==> src/rtl/cg_multi_ctrl.sv <==
// cg_multi_ctrl: multi-channel clock-gating controller.
// Each channel has a glitch-free gated clock built from a low-transparent
// enable latch and an AND gate. A per-channel FSM gates the channel after a
// programmable run of idle cycles. It restarts the clock on demand and
// reports ch_ready after a fixed wake latency.
// Optional feature: define CG_STATS_EN to add per-channel saturating
// gated-cycle counters that are readable through stat_sel/stat_cnt.
module cg_multi_ctrl #(
    parameter int NUM_CH   = 4,
    parameter int IDLE_W   = 8,
    parameter int WAKE_LAT = 2,
    parameter int STAT_W   = 16,
    localparam int SEL_W   = (NUM_CH > 1) ? $clog2(NUM_CH) : 1
) (
    input  logic                     ck_in,
    input  logic                     rst_n,
    input  logic                     test,
    input  logic [NUM_CH-1:0]        ch_busy,
    input  logic [NUM_CH*IDLE_W-1:0] idle_thr,
    output logic [NUM_CH-1:0]        ck_out,
    output logic [NUM_CH-1:0]        ch_ready,
    output logic [NUM_CH-1:0]        ch_gated,
    input  logic [SEL_W-1:0]         stat_sel,
    input  logic                     stat_clr,
    output logic [STAT_W-1:0]        stat_cnt
);

    typedef enum logic [1:0] {
        ST_RUN   = 2'd0,
        ST_GATED = 2'd1,
        ST_WAKE  = 2'd2
    } state_t;

    // wake_cnt value on which the WAKE state hands over to RUN
    localparam logic [3:0] WAKE_LAST = (WAKE_LAT > 0) ? 4'(WAKE_LAT - 1) : 4'd0;

`ifdef CG_STATS_EN
    logic [STAT_W-1:0] stat_arr [NUM_CH];
`endif

    genvar gi;
    generate
        for (gi = 0; gi < NUM_CH; gi++) begin : g_ch
            state_t            state_reg, state_next;
            logic [IDLE_W-1:0] idle_cnt_reg, idle_cnt_next;
            logic [3:0]        wake_cnt_reg, wake_cnt_next;
            logic              en_reg, en_next;
            logic              ready_reg, ready_next;
            logic              gated_reg, gated_next;
            logic              en_q;
            logic [IDLE_W-1:0] thr;
            logic [IDLE_W:0]   idle_inc;

            assign thr      = idle_thr[gi*IDLE_W +: IDLE_W];
            // One extra bit so the threshold compare cannot wrap at all-ones
            assign idle_inc = {1'b0, idle_cnt_reg} + (IDLE_W+1)'(1);

            // Channel state registers; reset leaves the clock running
            always_ff @(posedge ck_in or negedge rst_n) begin
                if (!rst_n) begin
                    state_reg    <= ST_RUN;
                    idle_cnt_reg <= '0;
                    wake_cnt_reg <= '0;
                    en_reg       <= 1'b1;
                    ready_reg    <= 1'b1;
                    gated_reg    <= 1'b0;
                end else begin
                    state_reg    <= state_next;
                    idle_cnt_reg <= idle_cnt_next;
                    wake_cnt_reg <= wake_cnt_next;
                    en_reg       <= en_next;
                    ready_reg    <= ready_next;
                    gated_reg    <= gated_next;
                end
            end

            // Next-state logic: idle detection, gating and timed wake-up
            always_comb begin
                state_next    = state_reg;
                idle_cnt_next = idle_cnt_reg;
                wake_cnt_next = wake_cnt_reg;
                en_next       = en_reg;
                ready_next    = ready_reg;
                gated_next    = gated_reg;
                case (state_reg)
                    ST_RUN: begin
                        if (ch_busy[gi]) begin
                            idle_cnt_next = '0;
                        end else if (thr == '0) begin
                            // threshold 0 disables gating; counter holds
                            idle_cnt_next = idle_cnt_reg;
                        end else if (idle_inc >= {1'b0, thr}) begin
                            state_next = ST_GATED;
                            en_next    = 1'b0;
                            ready_next = 1'b0;
                            gated_next = 1'b1;
                        end else if (!(&idle_cnt_reg)) begin
                            idle_cnt_next = idle_inc[IDLE_W-1:0];
                        end
                    end
                    ST_GATED: begin
                        if (ch_busy[gi]) begin
                            en_next    = 1'b1;
                            gated_next = 1'b0;
                            if (WAKE_LAT > 0) begin
                                state_next    = ST_WAKE;
                                wake_cnt_next = '0;
                            end else begin
                                state_next    = ST_RUN;
                                ready_next    = 1'b1;
                                idle_cnt_next = '0;
                            end
                        end
                    end
                    ST_WAKE: begin
                        // busy is ignored here: a started wake always completes
                        wake_cnt_next = wake_cnt_reg + 4'd1;
                        if (wake_cnt_reg == WAKE_LAST) begin
                            state_next    = ST_RUN;
                            ready_next    = 1'b1;
                            idle_cnt_next = '0;
                        end
                    end
                    default: begin
                        state_next = ST_RUN;
                    end
                endcase
            end

            // Enable latch: transparent in the low phase so ck_out never glitches
            always_latch begin
                if (!ck_in) begin
                    en_q <= en_reg | test;
                end
            end

            assign ck_out[gi]   = ck_in & en_q;
            assign ch_ready[gi] = ready_reg;
            assign ch_gated[gi] = gated_reg;

`ifdef CG_STATS_EN
            logic [STAT_W-1:0] stat_reg;

            // Saturating count of edges spent in GATED; clear has priority
            always_ff @(posedge ck_in or negedge rst_n) begin
                if (!rst_n) begin
                    stat_reg <= '0;
                end else if (stat_clr) begin
                    stat_reg <= '0;
                end else if ((state_reg == ST_GATED) && !(&stat_reg)) begin
                    stat_reg <= stat_reg + STAT_W'(1);
                end
            end

            assign stat_arr[gi] = stat_reg;
`endif
        end
    endgenerate

`ifdef CG_STATS_EN
    // Read mux; selects beyond the channel count return zero
    always_comb begin
        stat_cnt = '0;
        if (int'(stat_sel) < NUM_CH) begin
            stat_cnt = stat_arr[stat_sel];
        end
    end
`else
    logic unused_stat;
    assign unused_stat = ^{stat_sel, stat_clr};
    assign stat_cnt    = '0;
`endif

endmodule
==> config.mk <==
export PLATFORM = sky130hd
export DESIGN_NAME = cg_multi_ctrl
export DESIGN_NICKNAME = d
export VERILOG_FILES = /design/src/rtl/cg_multi_ctrl.sv
export SDC_FILE = /design/constraint.sdc
export NUM_CORES = 1
export LEC_CHECK = 0
export ABC_AREA = 1
export BUFFER_PORTS_ARGS = -buffer_cell sky130_fd_sc_hd__buf_4
export CAP_MARGIN = 20
export CORE_UTILIZATION = 45
export CTS_CLUSTER_DIAMETER = 120
export CTS_CLUSTER_SIZE = 12
export DETAILED_ROUTE_END_ITERATION = 10
export PLACE_DENSITY = 0.69
export SYNTH_ARGS = -nofsm -noshare
export SYNTH_HDL_FRONTEND = slang
export SYNTH_SLANG_ARGS = --single-unit
==> constraint.sdc <==
create_clock -name ck_in -period 2.06 [get_ports ck_in]
set_input_delay 0.103 -clock ck_in [delete_from_list [all_inputs] [get_ports ck_in]]
set_output_delay 0.103 -clock ck_in [all_outputs]
set_load 0.01 [all_outputs]
==> impl_metrics.toml, run 1 <==
[power_and_ir_drop]
seqPwrFrac = 0.292
ir_worst_vdd_mv = 0.739
p_leak_nw = 3.97
power_density_nw_per_um2 = 1030
swShare = 0.394
p_clk_frac = 0.309
p_int_mw = 4.58
switchingPower_mw = 2.98
p_comb_frac = 0.400
finalPower_mw = 7.57

[die]
coreArea_um2 = 10900
die_h_um = 108
rows = 38
die_w_um = 108
die-area_um2 = 11700
ios = 70
start_util = 0.465

[critical_path]
cp-start-kind = "flip-flop"
crit_arrival_ns = 2.58
crit_path_end_kind = "flip-flop"
crit_top_cell = "nand3_4"
worstPathCellList = "buf_6 -> nand3_4 -> nor2_4 -> inv_2 -> nor3_2 -> xor2_1 -> inv_1 -> ha_1 -> a31oi_2 -> nand3_4 -> nand2_4 -> nand2_8 -> nand2_2 -> nand2_1"
slowest_stage = "dfrtp_1"
required_ns = 2.40
crit_fanout = 8
crit_buf_inv = 3
worstSetupPathType = "reg -> reg"
cp_top_family = "simple AND/OR/NAND/NOR gates"
cpPeakStageDelay_ns = 0.41

[run_status]
violations = "negative setup slack"
status = "finished with violations"

[clocking]
cts.clk_slew.worst_paths_ns = 0.06
clk-insertion-delay-late_ns = 0.45
cts_tree = "yes"

[route]
drt-vias-per-instance = 4.98
num_vias = 4800
dr_wl_met2_um = 6590
wl_met3_um = 588
wl_met1_um = 5270
drt_first_pass_iters = 4
top_layer_used = "met4"
antenna_left = 0
drtIter0Drc = 172
wl_um = 12800
post_drt_wl_per_cell_um = 13.3
drcViolationCount = 0

[placement]
detailed_place_hpwl_um = 8090
gp_congestion = 0.840
preCtsSetupSlack_ns = -0.199
dpl-instance-area_um2 = 5760
portBuffers = 50

[sta]
worst_slack_ns = -0.188
max_freq_mhz = 445
clock_skew_ns = 0.00426
finalSetupViolCount = 52
fin_setup_tns_ns = -6.99
fin_crit_ns = 2.25
hold_viol_final = 0
tightest_slew_ns = 0.560
rsz0062_at_grt = "true"
slew_headroom = 0.626
slew_violations = 0
fin_crit_sh = 1.09

[synthesis]
synthCells = 700
postSynthAreaPerCell_um2 = 7.26
synth_edf_count = 0
ys_seq_elements = 72
yosysUniqueCellTypes = 34
synth_warnings = 0
synthFlopType = "dfrtp_1"
synth_area_um2 = 5080
async_flop_share = 0.944

[layout]
stdcell_area_um2 = 7310
num-nets-final = 903
drive_gt1_frac = 0.377
diodes = 0
syn_to_final_growth_pct = 43.8
largest_reg_flops = 32

[grt]
grt_pass1_wl_um = 19800
grt_max_degree = 69
antenna_found_initial = 0
gr-total-overflow = 0
grt_usage = 0.217
grt_pass1_vias = 4693

[hold_path]
min_path_type = "in -> latch"

[run]
max-cap-violations = 0
## cell usage after synthesis, types with 3 or more instances
cell,count,area [µm²]
o21ai_0,12,60.1
nand2_1,190,713
inv_1,121,454
nand2_4,8,90.1
nor2_1,64,240
nor3_1,3,15.0
o21ai_1,4,20.0
dfrtp_1,60,1500
nand3_1,58,290
xor2_1,15,131
or2_2,4,25.0
nand4_1,11,68.8
buf_4,24,180
ha_1,44,551
dfstp_2,8,210
a21oi_1,18,90.1
o22ai_1,4,25.0
xnor2_1,4,35.0
nor2_2,11,68.8
dlxtn_1,4,60.1
nand3_2,10,100
inv_2,7,26.3
## repair_timing
| action | CTS | global route |
|---|---|---|
| hold endpoints to repair | 76 | 0 |
| resized for setup | 64 | 120 |
| hold buffers | 4 | 0 |
| pin swaps | 29 | 56 |
| cloned | 2 | 0 |
| setup endpoints to repair | 55 | 56 |
| buffers inserted | 13 | 12 |
## cells by family (layout without fill, tap and decap cells)
logic type | after synthesis | count (layout) | synth area share
simple gates | 365 | 367 | 0.326
buf+inv | 153 | 259 | 0.131
flops | 68 | 68 | 0.337
fa+ha+maj | 44 | 44 | 0.108
compound gates | 44 | 44 | 0.0495
xor+xnor | 19 | 19 | 0.0327
latches | 4 | 4 | 0.0118
mux | 2 | 2 | 0.00394
other cells | 1 | 16 | 0.000737
## power groups by stage
stage          registers, mW  clock network (mW)  logic, mW
2_1_floorplan           2.12              0.0758       1.72
3_3_place_gp            2.14               0.154       2.28
3_5_place_dp            2.16               0.154       2.39
4_1_cts                 2.15                2.37       2.63
5_1_grt                 2.26                2.46       3.39
6_report                2.21                2.34       3.02
## worst register-to-register path, cell delays in order, from the launching register on
cell and delay, ns:
dfrtp_1 0.41, buf_6 0.13, nand3_4 0.09, nor2_4 0.11, inv_2 0.05, nor3_2 0.15
xor2_1 0.25, inv_1 0.08, ha_1 0.19, a31oi_2 0.22, nand3_4 0.12, nand2_4 0.13
nand2_8 0.10, nand2_2 0.07, nand2_1 0.05
## per-stage QoR
stage	hold slack [ns]	util	std cells
final	0.0120	0.669	963
after global routing	0.00186	0.669	963
after CTS	0.00974	0.609	951
after detailed placement	0.143	0.527	911
after global placement	0.136	0.527	911
after floorplan	-0.193	-	715
## final cells by class
| class | instances | area, µm² |
|---|---|---|
| flip-flops and latches | 72 | 1780 |
| repair buffers | 106 | 876 |
| clock buffers | 18 | 370 |
| clock inverters | 11 | 111 |
| fillers | 833 | 3620 |
| multi-input cells | 492 | 3540 |
| well taps | 140 | 175 |
| inverters | 124 | 465 |
## final timing paths
| path | slack [ns] | cells after the start | from | end |
|---|---|---|---|---|
| max | -0.19 | 14 | g_ch[3].idle_cnt_reg[1]$_DFFE_PN0P_ | g_ch[3].idle_cnt_reg[1]$_DFFE_PN0P_ |
| min in group asynchronous | 0.19 | 3 | rst_n | g_ch[1].idle_cnt_reg[7]$_DFFE_PN0P_ |
| min reg2reg | 0.46 | 2 | g_ch[1].ready_reg$_DFFE_PN1P_ | g_ch[1].ready_reg$_DFFE_PN1P_ |
| max reg2reg | -0.19 | 14 | g_ch[3].idle_cnt_reg[1]$_DFFE_PN0P_ | g_ch[3].idle_cnt_reg[1]$_DFFE_PN0P_ |
| min | 0.01 | 2 | test | g_ch[2].en_q$_DLATCH_N_ |
| max in group asynchronous | 1.52 | 3 | rst_n | g_ch[2].ready_reg$_DFFE_PN1P_ |
## cell usage in the layout, fill, tap and decap left out, types with 6 or more instances in the layout
| cell type | n |
|---|---|
| buf_4 | 89 |
| xor2_2 | 6 |
| buf_6 | 15 |
| a21oi_1 | 14 |
| nand4_1 | 11 |
| clkbuf_16 | 13 |
| nand2_4 | 11 |
| o21ai_0 | 12 |
| inv_1 | 114 |
| dfrtp_1 | 55 |
| nand3_1 | 31 |
| conb_1 | 16 |
| nor2_1 | 61 |
| nand2_1 | 137 |
| dfstp_2 | 8 |
| nand2_2 | 49 |
| ha_4 | 12 |
| inv_2 | 14 |
| nand3_2 | 24 |
| ha_1 | 31 |
| xor2_1 | 7 |
| nand3_4 | 13 |
| nor2_4 | 9 |
## layer usage
metal  vias up  GRT usage
met4         0      0.110
met3        37     0.0561
met2       131      0.379
met5         -          0
met1      2251      0.244
li1       2381          -
Note: power is estimated with default switching activity, not from simulation.
==> run 2: changes to the inputs <==
--- a/config.mk
+++ b/config.mk
@@ -16,3 +16,4 @@
 export SYNTH_ARGS = -nofsm -noshare
 export SYNTH_HDL_FRONTEND = slang
 export SYNTH_SLANG_ARGS = --single-unit
+export TNS_END_PERCENT = 30
==> constraint.sdc (replaced) <==
create_clock -name ck_in -period 2.05 [get_ports ck_in]
set_input_delay 0.1025 -clock ck_in [delete_from_list [all_inputs] [get_ports ck_in]]
set_output_delay 0.1025 -clock ck_in [all_outputs]
set_load 0.01 [all_outputs]
==> run 2 against run 1 <==
- the flow still finishes with violations (negative setup slack)
- clock-buffer cell count stayed put
- clock power shrank 2%
- register-to-register slack is essentially flat
- clock skew rose by 0.0017 ns
- first-iteration DRC count up 31%
- global-route usage is 0.97 points lower
- flip-flop and latch count stayed put
- die area did not move
- critical path type unchanged
==> impl_metrics.toml, run 2 (same netlist as run 1, synthesis figures left out) <==
[route]
top_layer_used = "met4"
wl_met3_um = 574
post_drt_wl_per_cell_um = 12.6
drtIter0Drc = 226
wl_um = 12000
drcViolationCount = 0
drt-vias-per-instance = 4.93
drt_first_pass_iters = 5
num_vias = 4707
wl_met1_um = 5110
antenna_left = 0
dr_wl_met2_um = 6130

[layout]
final_common_cell = "nand2_1"
stdcell_area_um2 = 7030
num-nets-final = 895
regArea_um2 = 1780
diodes = 0
drive_gt1_frac = 0.319
syn_to_final_growth_pct = 38.2
layout_common_cells = "nand2_1 (159), inv_1 (114), buf_4 (89)"
num-fill-cells = 914
largest_reg_flops = 32
layout.cells.non_filler = 955
multi_input_area_um2 = 3360

[power_and_ir_drop]
p_comb_frac = 0.392
swShare = 0.385
ir_worst_vdd_mv = 0.564
p_leak_nw = 3.85
power_density_nw_per_um2 = 1060
p_int_mw = 4.56
p_clk_frac = 0.309
switchingPower_mw = 2.86
seqPwrFrac = 0.299

[sta]
tightest_slew_ns = 0.794
max_freq_mhz = 444
slew_headroom = 0.466
finalSetupViolCount = 53
fin_crit_sh = 1.10
fin_crit_ns = 2.25
rsz0062_at_grt = "true"
worst_slack_ns = -0.201
hold_viol_final = 0
slew_violations = 0
clock_skew_ns = 0.00597

[grt]
gr-total-overflow = 0
grt_usage = 0.207
grt_pass1_wl_um = 19200
grt_max_degree = 69
grt_pass1_vias = 4578
antenna_found_initial = 0

[hold_path]
min_path_type = "in -> reg"

[placement]
preCtsSetupSlack_ns = -0.230
dpl-instance-area_um2 = 5760
detailed_place_hpwl_um = 8050
gp_congestion = 0.818
portBuffers = 50
post-place-cells = 911

[critical_path]
slowest_stage = "dfrtp_1"
crit_fanout = 8
worstPathCellList = "ha_4 -> nand3_4 -> xor2_4 -> ha_4 -> a21oi_1 -> nand3_1 -> nand2_1 -> nand2_1 -> nand2_2 -> nand3_4 -> nand2_8 -> nand2_8 -> nand2_2 -> nand2_2"
crit_arrival_ns = 2.58
cpPeakStageDelay_ns = 0.42
cp-start-kind = "flip-flop"
crit_path_end_kind = "flip-flop"
r2r_setup_slack_ns = -0.20
required_ns = 2.38
cp_top_family = "simple AND/OR/NAND/NOR gates"
worstSetupPathType = "reg -> reg"
crit_top_cell = "nand2_2"
crit_buf_inv = 0

[die]
ios = 70
rows = 38
die_h_um = 108
coreArea_um2 = 10900
die-area_um2 = 11700
start_util = 0.465
die_w_um = 108

[clocking]
cts.clk_slew.worst_paths_ns = 0.06
cts_tree = "yes"
clk-insertion-delay-late_ns = 0.44

[run_status]
status = "finished with violations"
violations = "negative setup slack"

[run]
max-cap-violations = 0
==> run 2: changes by cell type in the layout (fill, tap and decap cells not counted), sizes merged <==
cell,delta
buf,-8
dlygate4sd3,-1
nand2,+1
==> run 2: worst min-delay path, delay by kind of cell <==
kind | cells | cell delay [ns]
buf+inv | 1 | 0.12
simple gates | 2 | 0.21
==> run 2: through the flow <==
step / hold WS, ns / utilization / power, mW / setup TNS [ns]
after global routing: 0.0140 / 0.643 / 7.96 / -12.38
after floorplan: -0.193 / - / 3.93 / 0
after CTS: 0.00179 / 0.591 / 7.05 / -5.67
final: 0.000462 / 0.643 / 7.42 / -5.64
after detailed placement: 0.142 / 0.527 / 4.70 / -7.60
after global placement: 0.139 / 0.527 / 4.58 / -4.02
==> run 2: layout make-up <==
cell class | count | area share
sequential | 72 | 0.253
clock inverter | 11 | 0.0158
multi-input combinational | 493 | 0.478
timing repair buffer | 97 | 0.111
inverter | 124 | 0.0662
tap | 140 | 0.0249
clock buffer | 18 | 0.0511
==> run 2: final timing paths <==
| kind | cells after the start | endpoint | from |
|---|---|---|---|
| max | 14 | g_ch[1].idle_cnt_reg[2]$_DFFE_PN0P_ | g_ch[1].idle_cnt_reg[0]$_DFFE_PN0P_ |
| min | 3 | g_ch[0].en_reg$_DFFE_PN1P_ | ch_busy[0] |
| max reg2reg | 14 | g_ch[1].idle_cnt_reg[2]$_DFFE_PN0P_ | g_ch[1].idle_cnt_reg[0]$_DFFE_PN0P_ |
| min reg2reg | 2 | g_ch[3].en_reg$_DFFE_PN1P_ | g_ch[3].en_reg$_DFFE_PN1P_ |
| max in group asynchronous | 3 | g_ch[0].ready_reg$_DFFE_PN1P_ | rst_n |
| min in group asynchronous | 3 | g_ch[1].idle_cnt_reg[6]$_DFFE_PN0P_ | rst_n |
==> run 2: per-layer routing <==
layer	track usage	vias to the layer above
met4	0.0792	0
li1	-	2364
met5	0	-
met1	0.241	2189
met3	0.0573	26
met2	0.362	128
==> run 2: power groups by stage <==
stage	logic (mW)	registers (mW)	clock network (mW)
global placement	2.28	2.15	0.154
floorplan	1.73	2.13	0.0762
finish	2.91	2.22	2.29
global route	3.28	2.27	2.42
detailed placement	2.37	2.18	0.154
CTS	2.53	2.18	2.34
==> run 2: repair_timing <==
item	4_1_cts	5_1_grt
setup endpoints to repair	56	56
hold buffers	3	0
pin swaps	15	40
gates resized for setup	37	95
gates cloned	2	1
buffers inserted	9	8
endpoints found under the hold margin	72	0
